--- config.mk ---
export PLATFORM = sky130hd
export DESIGN_NAME = hd44780_responder
export DESIGN_NICKNAME = d
export VERILOG_FILES = /design/src/rtl/hd44780_responder.sv
export SDC_FILE = /design/constraint.sdc
export NUM_CORES = 1
export LEC_CHECK = 0
export BUFFER_PORTS_ARGS = -buffer_cell sky130_fd_sc_hd__buf_2
export CORE_MARGIN = 2
export CORE_UTILIZATION = 34
export CTS_CLUSTER_DIAMETER = 50
export CTS_CLUSTER_SIZE = 25
export DETAILED_ROUTE_END_ITERATION = 8
export GPL_ROUTABILITY_DRIVEN = 0
export GPL_TIMING_DRIVEN = 0
export PLACE_DENSITY = 0.44
export SLEW_MARGIN = 20
export SYNTH_ARGS = -nofsm -noshare
export SYNTH_HDL_FRONTEND = slang
export SYNTH_SLANG_ARGS = --single-unit
--- constraint.sdc ---
create_clock -name clk -period 8.7 [get_ports clk]
set_input_delay 1.305 -clock clk [delete_from_list [all_inputs] [get_ports clk]]
set_output_delay 1.305 -clock clk [all_outputs]
set_load 0.01 [all_outputs]
--- src/rtl/hd44780_responder.sv ---
// Behavioral HD44780 LCD model: decodes the 8-bit rs/rw/enable bus, keeps an
// 80-byte DDRAM with address counter, display-control state and busy timing.
module hd44780_responder #(
  parameter int unsigned BUSY_SHORT = 2000,
  parameter int unsigned BUSY_LONG  = 82000
) (
  input  logic       clk,
  input  logic       reset,
  input  logic       rs,
  input  logic       rw,
  input  logic       enable,
  input  logic [7:0] data_in,
  output logic [7:0] data_out,
  output logic       data_oe,
  input  logic [6:0] rd_addr,
  output logic [7:0] rd_char,
  output logic [6:0] cursor_addr,
  output logic       display_on,
  output logic       cursor_on,
  output logic       blink_on,
  output logic       two_line,
  output logic       busy,
  output logic       err_busy,
  output logic       err_cfg
);

  localparam int unsigned CNT_W      = $clog2(BUSY_LONG + 1);
  localparam int unsigned DDRAM_N    = 80;
  localparam int unsigned SWEEP_LAST = DDRAM_N - 1;
  localparam int unsigned LONG_REM   = (BUSY_LONG > DDRAM_N) ? BUSY_LONG - DDRAM_N - 1 : 0;

  typedef enum logic [1:0] {CLR_SWEEP, IDLE, BUSY} state_t;

  state_t             state, state_n;
  logic [CNT_W-1:0]   cnt, cnt_n;
  logic [6:0]         sweep_idx, sweep_n;
  logic               sweep_cmd, sweep_cmd_n;
  logic               busy_n;

  logic               s1_en, s2_en, en_q;
  logic               s1_rs, s2_rs, s1_rw, s2_rw;
  logic [7:0]         s1_d, s2_d;

  logic [6:0]         ac;
  logic               inc;
  logic [7:0]         mem [DDRAM_N];

  logic               fall_c, accept_c, wr_c, wr_ok_c, wr_drop_c;
  logic               cmd_c, data_wr_c, rd_step_c;
  logic               is_nop_c, is_home_c, is_clear_c;
  logic [7:0]         ac_char_c;

  function automatic logic addr_valid(input logic [6:0] a, input logic two);
    if (two) return (a < 7'h28) || ((a >= 7'h40) && (a < 7'h68));
    return a < 7'h50;
  endfunction

  // Line 2 (0x40-0x67) occupies storage 40-79 in two-line mode.
  function automatic logic [6:0] addr_idx(input logic [6:0] a, input logic two);
    return (two && (a >= 7'h40)) ? a - 7'd24 : a;
  endfunction

  function automatic logic [6:0] ac_step(input logic [6:0] a, input logic up, input logic two);
    if (two) begin
      if (up)  return (a == 7'h27) ? 7'h40 : (a == 7'h67) ? 7'h00 : a + 7'd1;
      return (a == 7'h00) ? 7'h67 : (a == 7'h40) ? 7'h27 : a - 7'd1;
    end
    if (up) return (a == 7'h4F) ? 7'h00 : a + 7'd1;
    return (a == 7'h00) ? 7'h4F : a - 7'd1;
  endfunction

  // Two-stage synchronizer on the whole bus plus enable edge register.
  always_ff @(posedge clk or posedge reset) begin
    if (reset) begin
      s1_en <= 1'b0; s2_en <= 1'b0; en_q <= 1'b0;
      s1_rs <= 1'b0; s2_rs <= 1'b0;
      s1_rw <= 1'b0; s2_rw <= 1'b0;
      s1_d  <= 8'h00; s2_d <= 8'h00;
    end else begin
      s1_en <= enable;  s2_en <= s1_en; en_q <= s2_en;
      s1_rs <= rs;      s2_rs <= s1_rs;
      s1_rw <= rw;      s2_rw <= s1_rw;
      s1_d  <= data_in; s2_d  <= s1_d;
    end
  end

  assign fall_c     = en_q & ~s2_en;
  assign accept_c   = (state == IDLE) || ((state == BUSY) && (cnt == '0));
  assign wr_c       = fall_c & ~s2_rw;
  assign wr_ok_c    = wr_c & accept_c;
  assign wr_drop_c  = wr_c & ~accept_c;
  assign cmd_c      = wr_ok_c & ~s2_rs;
  assign data_wr_c  = wr_ok_c & s2_rs;
  assign rd_step_c  = fall_c & s2_rw & s2_rs;
  assign is_nop_c   = (s2_d == 8'h00);
  assign is_clear_c = (s2_d == 8'h01);
  assign is_home_c  = (s2_d[7:1] == 7'h01);

  assign ac_char_c   = addr_valid(ac, two_line) ? mem[addr_idx(ac, two_line)] : 8'h20;
  assign rd_char     = addr_valid(rd_addr, two_line) ? mem[addr_idx(rd_addr, two_line)] : 8'h20;
  assign cursor_addr = ac;

  always_ff @(posedge clk or posedge reset) begin
    if (reset) begin
      state     <= CLR_SWEEP;
      cnt       <= '0;
      sweep_idx <= '0;
      sweep_cmd <= 1'b0;
      busy      <= 1'b1;
    end else begin
      state     <= state_n;
      cnt       <= cnt_n;
      sweep_idx <= sweep_n;
      sweep_cmd <= sweep_cmd_n;
      busy      <= busy_n;
    end
  end

  // Next state: sweep/countdown progress, overridden by an accepted write.
  always_comb begin
    state_n     = state;
    cnt_n       = cnt;
    sweep_n     = sweep_idx;
    sweep_cmd_n = sweep_cmd;
    case (state)
      CLR_SWEEP: begin
        sweep_n = sweep_idx + 7'd1;
        if (sweep_idx == 7'(SWEEP_LAST)) begin
          sweep_n     = '0;
          sweep_cmd_n = 1'b0;
          if (sweep_cmd && (BUSY_LONG > DDRAM_N)) begin
            state_n = BUSY;
            cnt_n   = CNT_W'(LONG_REM);
          end else begin
            state_n = IDLE;
          end
        end
      end
      BUSY: begin
        if (cnt == '0) state_n = IDLE;
        else           cnt_n   = cnt - 1'b1;
      end
      default: ;
    endcase
    if (data_wr_c || (cmd_c && !is_nop_c)) begin
      state_n = BUSY;
      cnt_n   = CNT_W'(BUSY_SHORT - 1);
      if (cmd_c && is_home_c) cnt_n = CNT_W'(BUSY_LONG - 1);
      if (cmd_c && is_clear_c) begin
        state_n     = CLR_SWEEP;
        sweep_n     = '0;
        sweep_cmd_n = 1'b1;
      end
    end
    busy_n = (state_n != IDLE);
  end

  // Address counter, mode bits, read port and error pulses.
  always_ff @(posedge clk or posedge reset) begin
    if (reset) begin
      ac         <= '0;
      inc        <= 1'b1;
      two_line   <= 1'b0;
      display_on <= 1'b0;
      cursor_on  <= 1'b0;
      blink_on   <= 1'b0;
      err_busy   <= 1'b0;
      err_cfg    <= 1'b0;
      data_out   <= 8'h00;
      data_oe    <= 1'b0;
    end else begin
      err_busy <= wr_drop_c;
      err_cfg  <= 1'b0;
      data_oe  <= s1_en & s1_rw;
      data_out <= s2_rs ? ac_char_c : {busy, ac};
      if (data_wr_c || rd_step_c) begin
        ac <= ac_step(ac, inc, two_line);
      end else if (cmd_c) begin
        casez (s2_d)
          8'b1???????: begin
            if (addr_valid(s2_d[6:0], two_line)) ac <= s2_d[6:0];
            else begin
              ac      <= '0;
              err_cfg <= 1'b1;
            end
          end
          8'b01??????: ;
          8'b001?????: begin
            two_line <= s2_d[3];
            if (!s2_d[4]) err_cfg <= 1'b1;
          end
          8'b0001????: if (!s2_d[3]) ac <= ac_step(ac, s2_d[2], two_line);
          8'b00001???: {display_on, cursor_on, blink_on} <= s2_d[2:0];
          8'b000001??: inc <= s2_d[1];
          8'b0000001?: ac <= '0;
          8'b00000001: begin
            ac  <= '0;
            inc <= 1'b1;
          end
          default: ;
        endcase
      end
    end
  end

  // DDRAM: clear sweep has priority; writes are never accepted during it.
  always_ff @(posedge clk) begin
    if (state == CLR_SWEEP) mem[sweep_idx] <= 8'h20;
    else if (data_wr_c && addr_valid(ac, two_line)) mem[addr_idx(ac, two_line)] <= s2_d;
  end

endmodule

==> summary.md, run 1 <==
| Metric | Value |
|---|---|
| Hold Vio Cnt, Final | 0 |
| Diode count | 0 |
| End of the worst hold path | s2_d[1] |
| Setup_tns | 0 ns |
| Antenna-violating nets left | 0 |
| Routed len/inst | 37.58 um |
| Period utilization | 78.25% |
| RSZ-0062 raised after global routing | no |
| Core area | 102200 sq um |
| Synth Warn # | 0 |
| Initial DRC count | approximately 3300 |
| CTS max path bufs | 3 |
| IO buf count | 48 |
| Synth Area in Simple Gates | under 10% |
| R2R setup slack | roughly 3.3 ns |
| Mapped Area | 35170 sq um |
| Largest net degree at the start of global routing | 57 |
| Final setup fails | 0 |
| XOR/XNOR Fraction of Synth Area | 0.5977% |
| Max-cap viol count | 0 |
| Register area share after synthesis | 59.92% |
| Most common cell after layout, fill and taps aside | edfxtp_1 |
| Synth Area in Compound Gates | 5.600% |
| CP startpoint kind | primary input |
| Slew of the pin with the lowest slew margin | 1.312 ns |
| Root buf cell | clkbuf_16 |
| Pwr dens | 257.2 nW/um^2 |
| Max Transition Viols Final | 0 |
| Area growth syn-to-layout | 17.94% |
| Setup bufs post-CTS | 0 |
| Start point of the worst min-delay path | s1_d[1] |
| Reg2reg end | mem[14][7] |
| FFs w/ async S/R, synth | 10.36% |
| DR vias | 23820 |
| Launching point of the worst reg2reg path | cursor_addr[2] |
| Leakage | between 0.01 and 0.015 uW |
| H-Tree Level Count | 3 |
| Final Critical Period | 6.808 ns |
| Yosys reg bits | 714 |
| Initial antenna violation count | 4 |
| R2r worst-path depth | 7 |
| Commonest cells after routing, fill and taps aside | edfxtp_1 (640), mux4_2 (324), nand2_1 (172), nor2_1 (120), buf_2 (105) |
| Initial core utilization | between 30 and 40% |
| Worst hold stages | 0 |
| Fillers | 9340 |
| Routed WL | about 140 mm |
| Post-detail-place hpwl | 102.8 mm |
| Via density | 6.243 |
| Share of cells above drive strength 1 | 31.30% |
| Status | complete, no violations |
| Ys flop type | edfxtp_1 |
| Number of synthesized flops with an enable pin | 640 |
| Die Wd | 325.6 um |
| # IOs | between 50 and 60 |
| Tot GR Track Use | between 20% and 30% |
| Post-route clock skew | 0.04261 ns |
| Worst-skew pair later-pin latency | 0.71 ns |
| CP arrival | 5.50 ns |
| CTS tree | done |
| Worst vdd ir | 0.0001518 V |
| First-pass GRT wire length | 196.0 mm |
| DRT Pass-1 Iters | 8 |
| Syn Inst Count | approximately 2200 |
| Fmax | 146.9 MHz |
| CP Capture Type | primary output |
| WS Path Type | in -> out |
| Die area | 106000 sq um |
| Clock buffer count from CTS | 99 |
| Largest family of logic cells by synthesized area | multiplexers |
| Total Power | roughly 11000 uW |
| Mux contribution to synthesized area | 23.66% |
| Hold Path Class | reg -> reg |
| Clock transition at path regs | 0.05 ns |
| CP required | between 7 and 8 ns |
| Clock Sink Count | 714 |
| DRC | 0 |
| Avg Inst Size Synth | 16.12 sq um |
| CTS Hold Buffers Added | 0 |
| Post-CTS sizing | 0 |
| Vias in the first global route | 23450 |
| Total gr overflow | 0 |
| Nets@finish | between 2000 and 2500 |
| Number of distinct library cells after synthesis | 81 |
| Die height | 325.6 um |
| Syn_nets | 2211 |
| Fin util | 40.59% |
| Core Rows | about 120 |
| Adder-cell area share of the yosys netlist | less than 1% |
| Slew margin rel. | 12.51% |
| Max FO, Critical Path | 10 |
[sequential cells by signal, indices dropped and copies added (netlist names), 2 cells and up]
signal	cells
mem	640
cnt	17
data_out	8
s1_d	8
s2_d	8
cursor_addr	7
sweep_idx	7
state	2
[Yosys cell counts (all sizes together), types with 4 or more instances]
library cell / count / area (sq um)
buf: 87 / 506.7
a221oi: 16 / 140.1
o211ai: 9 / 67.56
o31ai: 10 / 75.07
o21ai: 39 / 195.2
nor3: 41 / 210.2
nor4b: 4 / 47.55
o32ai: 6 / 52.55
or3: 11 / 68.82
mux2: 18 / 202.7
nand4: 25 / 156.4
edfxtp: 640 / 19220
o22ai: 14 / 87.58
clkbuf: 68 / 255.2
xnor2: 15 / 131.4
nor2b: 16 / 100.1
mux2i: 74 / 740.7
a21oi: 57 / 296.5
a311oi: 4 / 35.03
dfrtp: 72 / 1802
and3: 21 / 131.4
xor2: 9 / 78.83
nand2: 172 / 645.6
nand2b: 17 / 106.4
nor4: 7 / 58.81
a2111oi: 8 / 70.07
a32oi: 11 / 96.34
o31a: 4 / 35.03
or4: 4 / 30.03
and2: 12 / 75.07
nor2: 154 / 578.1
a211oi: 18 / 135.1
a31oi: 24 / 165.2
a22oi: 8 / 60.06
nand3: 60 / 300.3
inv: 22 / 82.58
a221o: 8 / 80.08
ha: 10 / 125.1
mux4: 327 / 7376
[power breakdown]
group / switching [uW] / total (uW) / leakage [uW] / internal (uW)
registers: 47.5 / 3770 / 0.00546 / 3720
logic: 1830 / 2520 / 0.00482 / 687
clock network: 1780 / 4380 / 0.00173 / 2600
total: 3660 / 10700 / 0.0120 / 7010
[metrics by stage]
| step | cells | instance area (sq um) | worst slack (ns) | hold WS [ns] |
|---|---|---|---|---|
| 3_5_place_dp | 3629 | 37880 | 2.051 | 0.3355 |
| 4_1_cts | 3815 | 41470 | 2.043 | 0.3472 |
| 5_1_grt | 3815 | 41470 | 2.058 | 0.3657 |
| 2_1_floorplan | 2181 | 35170 | 4.039 | 0.3312 |
| 3_3_place_gp | 3597 | 37120 | 0.5026 | 0.3427 |
| 6_report | 3815 | 41470 | 1.892 | 0.3465 |
[how the worst max path moves through the flow]
stage                            end  slack (ns)  depth (start not counted)      startpoint
final                     rd_char[2]        1.89                         10      rd_addr[1]
after global routing      rd_char[1]        2.06                         10      rd_addr[1]
after CTS                 rd_char[2]        2.04                         10      rd_addr[1]
after detailed placement  rd_char[2]        2.05                         10      rd_addr[1]
after global placement    mem[28][2]        0.50                         10  cursor_addr[3]
after floorplan           rd_char[6]        4.04                          6      rd_addr[0]
[area by class of cell]
cell class / count / area (sq um) / share of cell area (%)
sequential: 714 / 21070 / 50.81
multi-input combinational: 1287 / 13480 / 32.50
clock buffer: 109 / 2600 / 6.269
tap: 1368 / 1712 / 4.127
clock inverter: 77 / 996.0 / 2.401
buffer: 155 / 779.5 / 1.879
timing repair buffer: 80 / 740.7 / 1.786
inverter: 25 / 96.34 / 0.2323
[cell families after synthesis]
kind of cell / count (synthesis)
and+or+nand+nor: 557
muxes: 419
xor gates and xnor gates: 24
adders and majority gates: 10
DFF: 714
buffers and inverters: 180
AOI/OAI and AO/OA: 277
[metal layers]
metal  wire [um]  part of all wire (%)  vias to the layer above  global-route usage, %
met5          12                0.0084                        -                      0
met1       60610                    42                    12740                  38.05
met3       12260                   8.5                      290                  5.560
li1            -                     -                     9388                      -
met2       63640                    44                     1402                  40.31
met4        6853                   4.8                        2                  11.08
[worst max-delay path, cell delays in order]
cell and delay [ns]:
buf_2 0.23, buf_2 0.42, clkbuf_2 0.57, clkbuf_1 0.95, mux4_2 0.41, nand2_1 0.06
a31oi_1 0.51, o2111ai_1 0.51, nand3_1 0.32, buf_2 0.17
Note: power is estimated with default switching activity, not from simulation.
==> inputs of run 2 (changes only) <==
--- a/config.mk
+++ b/config.mk
@@ -13,7 +13,7 @@
 export DETAILED_ROUTE_END_ITERATION = 8
 export GPL_ROUTABILITY_DRIVEN = 0
 export GPL_TIMING_DRIVEN = 0
-export PLACE_DENSITY = 0.44
+export PLACE_DENSITY = 0.46
 export SLEW_MARGIN = 20
 export SYNTH_ARGS = -nofsm -noshare
 export SYNTH_HDL_FRONTEND = slang
==> constraint.sdc (replaced) <==
create_clock -name clk -period 6.2 [get_ports clk]
set_input_delay 0.93 -clock clk [delete_from_list [all_inputs] [get_ports clk]]
set_output_delay 0.93 -clock clk [all_outputs]
set_load 0.01 [all_outputs]
==> summary.md, run 2 (synthesis results as in run 1) <==
| Metric | Value |
|---|---|
| R2R setup slack | 0.79 ns |
| Failing checks | negative setup slack |
| CP max-delay cell | buf_1 |
| Max Transition Viols Final | 0 |
| Post-detail-place hpwl | 100.7 mm |
| Die Wd | approximately 330 um |
| R2r worst-path depth | 7 |
| WS Path Type | in -> out |
| CP startpoint | rd_addr[1] |
| Setup_tns | -0.05203 ns |
| Post-Place Setup Slack | 0.1258 ns |
| Reg2reg end | mem[55][4] |
| H-Tree Level Count | 3 |
| Slew of the pin with the lowest slew margin | approximately 1.3 ns |
| Slew margin rel. | 16.19% |
| Total gr overflow | 0 |
| CTS Hold Buffers Added | 0 |
| Share of cells above drive strength 1 | 31.22% |
| Die height | 325.6 um |
| Critical Path Max Stage Delay | about 0.95 ns |
| # IOs | 51 |
| Hold Vio Cnt, Final | 0 |
| CP startpoint kind | primary input |
| RSZ-0062 raised after global routing | no |
| Max FO, Critical Path | 10 |
| Final Critical Period | 6.250 ns |
| CP Capture Type | primary output |
| First-pass GRT wire length | slightly below 200 mm |
| Setup ws final | -0.05006 ns |
| Internal power | 9871 uW |
| Most frequent CP cell | buf_2 |
| Max reg flops | 640 |
| Launching point of the worst reg2reg path | cursor_addr[1] |
| Hold Path Class | in -> async |
| Fmax | 160.0 MHz |
| Tot GR Track Use | 26.48% |
| Pwr dens | 361.4 nW/um^2 |
| DRC | 0 |
| Via density | ~6.3 |
| Largest Register | mem |
| Biggest regs | mem: 640 flops, cnt: 17 flops |
| Status | complete, but fails checks |
| Sw Share | 34.15% |
| CTS max path bufs | 3 |
| Antenna-violating nets left | 0 |
| DRT Pass-1 Iters | 6 |
| Crit-path cells | buf_2, buf_2, clkbuf_1, buf_1, mux4_2, nand2_1, a31oi_1, o2111ai_1, nand3_1, buf_2 |
| Largest net degree at the start of global routing | 61 |
| Sequential power share | 35.3% |
| Die area | 106000 sq um |
| IO buf count | 48 |
| Clock Sink Count | 714 |
| Most common cell after layout, fill and taps aside | edfxtp_1 |
| Fillers | around 9400 |
| Switching pwr | 5119 uW |
| Final hold slack | roughly 0.18 ns |
| Max-cap viol count | 0 |
| Initial antenna violation count | 5 |
| Commonest cells after routing, fill and taps aside | edfxtp_1 (640), mux4_2 (324), nand2_1 (172), nor2_1 (123), clkbuf_16 (106) |
| Initial core utilization | 34.42% |
| Combinational share of power | 23.8% |
| Period utilization | 100.8% |
| Leakage | 0.01202 uW |
| Critical path buffer and inverter count | 5 |
| Clk network pwr share | between 40% and 50% |
| Fin area | between 40000 and 50000 sq um |
| Worst vdd ir | ~0.00022 V |
| End point of the critical path | rd_char[2] |
| CP top delay family | buffers and inverters |
| Vias in the first global route | 23470 |
| DR vias | around 24000 |
| Routed WL | 141.4 mm |
| Setup bufs post-CTS | 0 |
| CP arrival | 5.32 ns |
| Clock buffer count from CTS | about 100 |
| Worst-skew pair later-pin latency | 0.72 ns |
| Routed len/inst | ~37 um |
| Core Rows | ~120 |
| Final setup fails | 2 |
| Area growth syn-to-layout | 17.93% |
| Nets@finish | 2391 |
| Post-route clock skew | 0.03105 ns |
| Number of cells on the critical path | 10 |
| Post-place instance area | 37850 sq um |
| Clock transition at path regs | 0.06 ns |
| Initial DRC count | between 3000 and 4000 |
| Core area | 102200 sq um |
| Root buf cell | clkbuf_16 |
| CP required | between 5 and 6 ns |
| CTS tree | done |
## run 2: timing repair
item / CTS / global route
endpoints found under the setup margin: 0 / 1
hold endpoints to repair: 0 / 0
resized for setup: 0 / 3
## run 2: per-stage QoR
step	total power, uW	cells	util, %
floorplan	7147	2181	-
global placement	8791	3597	36.33
detailed placement	8831	3626	37.04
CTS	14940	3813	40.54
global route	15300	3815	40.58
finish	14990	3818	40.59
## run 2: power groups by stage
stage / clock (uW) / combinational [uW] / sequential [uW]
floorplan: 0 / 1770 / 5380
global placement: 0 / 3410 / 5390
detailed placement: 0 / 3440 / 5390
CTS: 6200 / 3450 / 5290
global route: 6380 / 3620 / 5290
finish: 6130 / 3570 / 5290
## run 2: area by class of cell
class / count / area (sq um) / share of cell area (%)
Antenna cell: 3 / 7.507 / 0.01810
Buffer: 155 / 779.5 / 1.880
Clock buffer: 114 / 2693 / 6.492
Clock inverter: 73 / 884.6 / 2.133
Inverter: 25 / 96.34 / 0.2323
Multi-Input combinational cell: 1287 / 13470 / 32.49
Sequential cell: 714 / 21070 / 50.81
Tap cell: 1368 / 1712 / 4.127
Timing Repair Buffer: 79 / 753.2 / 1.816
## run 2: worst min-delay path by stage
stage,end,cells after the start
global route,s1_d[6],2
CTS,cursor_addr[5],2
finish,cursor_addr[5],2
global placement,s2_d[2],0
detailed placement,s2_rs,0
floorplan,s2_d[0],0
## run 2: worst register-to-register path: cells and delay by family, from the launching register on
family,cells,cell delay [ns]
buf+inv,4,2.51
flops,1,0.56
compound gates,1,0.57
simple gates,2,1.37
## run 2: metal layers
metal	up-vias	global-route usage [%]	part of all wire, %
met3	307	6.144	9.4
met2	1459	39.51	44
li1	9392	-	-
met1	12740	36.83	41
met5	-	0	0.0049
met4	2	12.00	5.2
